<file path="config.mk">
export PLATFORM = sky130hd
export DESIGN_NAME = bus_arbiter
export DESIGN_NICKNAME = d
export VERILOG_FILES = /design/src/rtl/mcu_bus_pkg.sv /design/src/rtl/bus_addr_dec.sv /design/src/rtl/bus_arbiter.sv
export SDC_FILE = /design/constraint.sdc
export NUM_CORES = 1
export LEC_CHECK = 0
export CORE_MARGIN = 1
export CORE_UTILIZATION = 44
export DETAILED_ROUTE_END_ITERATION = 16
export PLACE_DENSITY = 0.85
export SLEW_MARGIN = 20
export SYNTH_ARGS = -nofsm -noshare
export SYNTH_HDL_FRONTEND = slang
export SYNTH_SLANG_ARGS = --single-unit
</file>
<file path="constraint.sdc">
create_clock -name clk -period 3.7 [get_ports clk]
set_input_delay 0.74 -clock clk [delete_from_list [all_inputs] [get_ports clk]]
set_output_delay 0.74 -clock clk [all_outputs]
set_load 0.02 [all_outputs]
</file>
<file path="src/rtl/mcu_bus_pkg.sv">
// Shared types and constants for the three-requester MCU bus arbiter.
// Latency: n/a (declarations only).
// Backpressure: n/a (declarations only).
package mcu_bus_pkg;

    localparam int NUM_REQ         = 3;
    localparam int DEFAULT_TIMEOUT = 16;
    localparam int CNT_W           = 5;

    // Requester IDs, also the grant bit positions
    localparam logic [1:0] REQ_FCU   = 2'd0;
    localparam logic [1:0] REQ_EU    = 2'd1;
    localparam logic [1:0] REQ_STACK = 2'd2;

    // Round-robin pointer after reset: search starts after stack, so fcu wins first
    localparam logic [1:0] RR_RESET_PTR = REQ_STACK;

    // Address map: last address of each region, ext_mem takes everything above GPR
    localparam logic [15:0] ROM_LAST = 16'h3FFF;
    localparam logic [15:0] RAM_LAST = 16'h7FFF;
    localparam logic [15:0] GPR_LAST = 16'h80FF;

    // Target one-hot bit positions, also the chip-select ordering
    localparam int TGT_ROM = 0;
    localparam int TGT_RAM = 1;
    localparam int TGT_GPR = 2;
    localparam int TGT_EXT = 3;
    localparam int NUM_TGT = 4;

    typedef logic [NUM_TGT-1:0] tgt_t;

    typedef enum logic [1:0] {
        ST_IDLE   = 2'd0,
        ST_ACCESS = 2'd1,
        ST_DONE   = 2'd2
    } state_t;

    // Next requester ID in round-robin order, wrapping after the last one
    function automatic logic [1:0] rr_next(input logic [1:0] id);
        return (id == 2'(NUM_REQ - 1)) ? 2'd0 : id + 2'd1;
    endfunction

endpackage

</file>
<file path="src/rtl/bus_addr_dec.sv">
// Address decoder: maps an address to a one-hot target and flags ROM writes.
// Latency: purely combinational.
// Backpressure: none; output follows inputs.
module bus_addr_dec
    import mcu_bus_pkg::*;
(
    input  logic [15:0] address,
    input  logic        rd,
    output tgt_t        target,
    output logic        illegal
);

    // Region compare in ascending order; the full 16-bit space is covered
    always_comb begin
        target = '0;
        if (address <= ROM_LAST) begin
            target[TGT_ROM] = 1'b1;
        end else if (address <= RAM_LAST) begin
            target[TGT_RAM] = 1'b1;
        end else if (address <= GPR_LAST) begin
            target[TGT_GPR] = 1'b1;
        end else begin
            target[TGT_EXT] = 1'b1;
        end
        illegal = target[TGT_ROM] & ~rd;
    end

endmodule

</file>
<file path="src/rtl/bus_arbiter.sv">
// Round-robin bus arbiter for fcu/eu/stack with address decode, chip selects and timeout.
// Latency: grant/cs one cycle after req sampled; done pulses the cycle after target ready.
// Backpressure: requests are held off while an access is in ACCESS or DONE.
module bus_arbiter
    import mcu_bus_pkg::*;
#(
    parameter int TIMEOUT = DEFAULT_TIMEOUT,
    parameter int NREQ    = NUM_REQ
)(
    input  logic            clk,
    input  logic            reset,
    input  logic [NREQ-1:0] req,
    input  logic [NREQ-1:0] rd,
    input  logic [15:0]     addr0,
    input  logic [15:0]     addr1,
    input  logic [15:0]     addr2,
    input  logic            ready_ram,
    input  logic            ready_rom,
    input  logic            ready_ext_mem,
    input  logic            ready_gpr,
    output logic [NREQ-1:0] grant,
    output logic [NREQ-1:0] done,
    output logic            err,
    output logic            cs_ram,
    output logic            cs_rom,
    output logic            cs_ext_mem,
    output logic            cs_gpr,
    output logic            read,
    output logic [15:0]     address
);

    state_t           state;
    state_t           state_nxt;
    logic [1:0]       rr_ptr;
    logic [1:0]       winner;
    logic [1:0]       cand;
    logic             any_req;
    logic [15:0]      sel_addr;
    logic             sel_rd;
    tgt_t             sel_tgt;
    logic             sel_illegal;
    tgt_t             cs_q;
    logic [CNT_W-1:0] wait_cnt;
    logic             tgt_ready;
    logic             illegal_acc;
    logic             timeout;
    logic             acc_end;

    // Round-robin search starting at the requester after the last one granted
    always_comb begin
        cand    = rr_next(rr_ptr);
        winner  = cand;
        any_req = 1'b0;
        for (int k = 0; k < NREQ; k++) begin
            if (!any_req && req[cand]) begin
                any_req = 1'b1;
                winner  = cand;
            end
            cand = rr_next(cand);
        end
    end

    // Pick the winning requester's address and direction for decode and latching
    always_comb begin
        sel_addr = addr2;
        sel_rd   = rd[REQ_STACK];
        case (winner)
            REQ_FCU: begin
                sel_addr = addr0;
                sel_rd   = rd[REQ_FCU];
            end
            REQ_EU: begin
                sel_addr = addr1;
                sel_rd   = rd[REQ_EU];
            end
            default: ;
        endcase
    end

    bus_addr_dec u_dec (
        .address (sel_addr),
        .rd      (sel_rd),
        .target  (sel_tgt),
        .illegal (sel_illegal)
    );

    // Only the selected target's ready counts. An illegal access latched no
    // chip select, so an all-zero cs in ACCESS means "finish with error now".
    assign tgt_ready   = |(cs_q & {ready_ext_mem, ready_gpr, ready_ram, ready_rom});
    assign illegal_acc = ~|cs_q;
    assign timeout     = (wait_cnt == CNT_W'(TIMEOUT - 1));
    assign acc_end     = tgt_ready | illegal_acc | timeout;

    // State register
    always_ff @(posedge clk) begin
        if (reset) begin
            state <= ST_IDLE;
        end else begin
            state <= state_nxt;
        end
    end

    // Next-state logic
    always_comb begin
        state_nxt = state;
        case (state)
            ST_IDLE:   if (any_req) state_nxt = ST_ACCESS;
            ST_ACCESS: if (acc_end) state_nxt = ST_DONE;
            ST_DONE:   state_nxt = ST_IDLE;
            default:   state_nxt = ST_IDLE;
        endcase
    end

    // Output registers, wait counter and round-robin pointer
    always_ff @(posedge clk) begin
        if (reset) begin
            grant    <= '0;
            done     <= '0;
            err      <= 1'b0;
            cs_q     <= '0;
            read     <= 1'b1;
            address  <= '0;
            wait_cnt <= '0;
            rr_ptr   <= RR_RESET_PTR;
        end else begin
            case (state)
                ST_IDLE: begin
                    if (any_req) begin
                        grant    <= NREQ'(1) << winner;
                        address  <= sel_addr;
                        read     <= sel_rd;
                        cs_q     <= sel_illegal ? '0 : sel_tgt;
                        wait_cnt <= '0;
                        rr_ptr   <= winner;
                    end
                end
                ST_ACCESS: begin
                    if (acc_end) begin
                        grant <= '0;
                        cs_q  <= '0;
                        done  <= grant;
                        // Ready beats a coincident timeout
                        err   <= ~tgt_ready;
                    end else begin
                        wait_cnt <= wait_cnt + 1'b1;
                    end
                end
                ST_DONE: begin
                    done <= '0;
                    err  <= 1'b0;
                end
                default: ;
            endcase
        end
    end

    assign cs_rom     = cs_q[TGT_ROM];
    assign cs_ram     = cs_q[TGT_RAM];
    assign cs_gpr     = cs_q[TGT_GPR];
    assign cs_ext_mem = cs_q[TGT_EXT];

endmodule

</file>
==> impl_metrics.ini <==
[outcome]
status = completed

[clock_tree]
cts_root_buf = clkbuf_8
ctsResizeCount = 0
cts_made_buffers = 5
clk_pin_slew_worst_paths_ns = 0.08
cts_hold_buf = 0
ctsHtreeMaxLevel = 2
cts_setup_buffers = 0
cts_tree = done
insertion_delay_ns = 0.29
clockBufferDepth = 2
numClockSinks = 37

[placed_design]
port_buffers = 87
dp_cells = 351
place.gp.congestion = 0.808
dp_hpwl_um = 4210

[detailed_routing]
vias = 2036
wl_per_cell_um = 15.4
viasPerCell = 5.67
firstDrtPassIters = 4
drt_iter0_markers = 138
drc = 0
wl_um = 5520
drtAntennaViolNets = 0

[yosys]
ys_ff_latch = 37
synth_cell_types = 50
avgSynthCellArea_sq_um = 8.41
synth-seq-area-share = 0.399
synth-edff-count = 0
yosys_warnings = 0
syn_area_sq_um = 1860
async_flop_share = 0
syn_inst = 221
synthesis.nets = 283
dominantRegCellSynth = dfxtp_1

[cells_and_area]
layout_commonest_cell = clkdlybuf4s50_1
num-nets-final = 370
drive_above_1_share = 0.0744
mostFrequentLayoutCells = clkdlybuf4s50_1 (87), dfxtp_1 (37), nor2_1 (33)
fin_cells = 359
n_antenna_cell = 0
area_delta_synth_final_pct = 55.1

[floorplanning]
core-area_sq_um = 4030
initial_core_util = 0.461
die-area_sq_um = 4490
io-pin-count = 88
fp.dieH_um = 67.0
rows = 23
die_x_um = 67.0

[grt]
grt_max_degree = 27
antenna_found_initial = 0
grt_overflow = 0
grt_pass1_wl_um = 8910
grt_pass1_vias = 1965
groute.usage.overall = 0.270

[timing]
hold_violations = 0
fin_skew_ns = 0.00469
tns_ns = 0
tightest_slew_ns = 0.541
fmax_mhz = 376
slew_headroom = 0.638
slew_violations = 0
period_needed_ns = 2.66
finalCritPeriodShare = 0.720
setup_viol_count_final = 0
rsz0062_at_grt = false

[critical_path]
cp.depth = 6
rrSetupSlack_ns = 1.51
critical-path-top-delay-family = compound AO/OA/AOI/OAI gates
endpoint_kind = flip-flop
cp_max_fo = 10
path_cells = clkdlybuf4s50_1 -> o21bai_1 -> a32o_1 -> a222oi_1 -> and3_1 -> a311oi_2
reg2reg_depth = 8
timing.rr.start = wait_cnt[0]
slowest_stage = clkdlybuf4s50_1
cp.arrival_ns = 2.84
worstSetupPathType = in2reg
critical_path.max_stage_delay_ns = 0.62
cp_num_buf_inv = 1
reg2reg_to = cs_q[3]
cp.required_ns = 3.88
cp-start-kind = input port

[min_path]
min_from = address[0]
whs_endpoint = address[0]
hold_depth = 2
hold_path_class = reg2reg

[power_and_ir_drop]
switching_power_mw = 0.445
p_int_mw = 0.885
p_comb_frac = 0.360
peakVddDrop_v = 0.000319
switching_share = 0.334
fin_total_pwr_mw = 1.33
pwr-share-seq = 0.374
p_clk_frac = 0.266
p_leak_nw = 1.08
power.density_nw_per_um2 = 461

[flow_run]
cap_viol_max_count = 0
## power by group through the flow
| stage | registers (mW) | logic [mW] | clock network, mW |
|---|---|---|---|
| 5_1_grt | 0.504 | 0.515 | 0.372 |
| 2_1_floorplan | 0.547 | 0.220 | 0 |
| 4_1_cts | 0.496 | 0.477 | 0.355 |
| 6_report | 0.497 | 0.479 | 0.353 |
| 3_5_place_dp | 0.505 | 0.474 | 0 |
| 3_3_place_gp | 0.504 | 0.465 | 0 |
## area by class of cell
cell class | instances | area [sq um]
timing repair buffer | 92 | 908
multi-input combinational | 168 | 1040
inverter | 4 | 15.0
fill | 338 | 1150
sequential | 37 | 741
tap | 50 | 62.6
clock inverter | 3 | 46.3
clock buffer | 5 | 68.8
## cell families after synthesis
kind of cell | share of synthesized area
buffers and inverters | 0.0417
flip-flops | 0.399
adder cells (fa/ha/maj) | 0.0135
XOR/XNOR | 0.00943
AO/OA/AOI/OAI | 0.300
AND/OR/NAND/NOR | 0.237
## cell usage after synthesis, drive strengths merged, types with 2 or more instances
| cell | count | area, sq um |
|---|---|---|
| nand3b | 2 | 15.0 |
| dfxtp | 37 | 741 |
| inv | 4 | 15.0 |
| ha | 2 | 25.0 |
| o22ai | 9 | 56.3 |
| a222oi | 2 | 20.0 |
| o21bai | 3 | 26.3 |
| nor2b | 2 | 12.5 |
| nor3 | 4 | 25.0 |
| nor2 | 33 | 124 |
| o31ai | 8 | 60.1 |
| nor4 | 2 | 12.5 |
| o21ai | 7 | 35.0 |
| a22o | 5 | 45.0 |
| a22oi | 10 | 80.1 |
| a211oi | 7 | 52.6 |
| nand2 | 23 | 86.3 |
| a211o | 2 | 26.3 |
| buf | 5 | 36.3 |
| nand2b | 6 | 37.5 |
| nand4 | 2 | 12.5 |
| a21oi | 16 | 83.8 |
| clkbuf | 7 | 26.3 |
| nand3 | 2 | 10.0 |
| and3 | 3 | 18.8 |
| nor3b | 2 | 25.0 |
| xor2 | 2 | 17.5 |
## worst max path at each step
stage / start / to / slack (ns)
global route: req[1] / cs_q[3] / 0.93
finish: req[1] / cs_q[3] / 1.04
detailed placement: req[1] / cs_q[3] / 0.78
global placement: req[1] / cs_q[3] / 0.84
CTS: req[1] / cs_q[3] / 1.07
floorplan: req[1] / cs_q[3] / 1.51
## worst min-delay path, stage by stage (launching register included)
cell and delay, ns:
dfxtp_1 0.31, nand2_1 0.05, o31ai_1 0.05
## metrics by stage
stage / utilization / instance area [sq um] / hold slack, ns / setup slack, ns
3_3_place_gp: 0.687 / 2770 / 0.436 / 0.844
3_5_place_dp: 0.687 / 2770 / 0.443 / 0.781
4_1_cts: 0.715 / 2880 / 0.458 / 1.07
6_report: 0.715 / 2880 / 0.456 / 1.04
2_1_floorplan: - / 1860 / 0.464 / 1.51
5_1_grt: 0.715 / 2880 / 0.478 / 0.929
## layer usage
layer	vias to the layer above	track usage	routed length (um)
met5	-	0	0
met1	954	0.306	2350
met4	0	0.101	131
li1	992	-	-
met3	15	0.0582	301
met2	75	0.487	2740
## state kept, by name (all words and copies together), names as in the netlist
register and count:
address 16, cs_q 4, done 3, err 1
grant 3, read 1, rr_ptr 2, state 2
wait_cnt 5
Note: power is estimated with default switching activity, not from simulation.
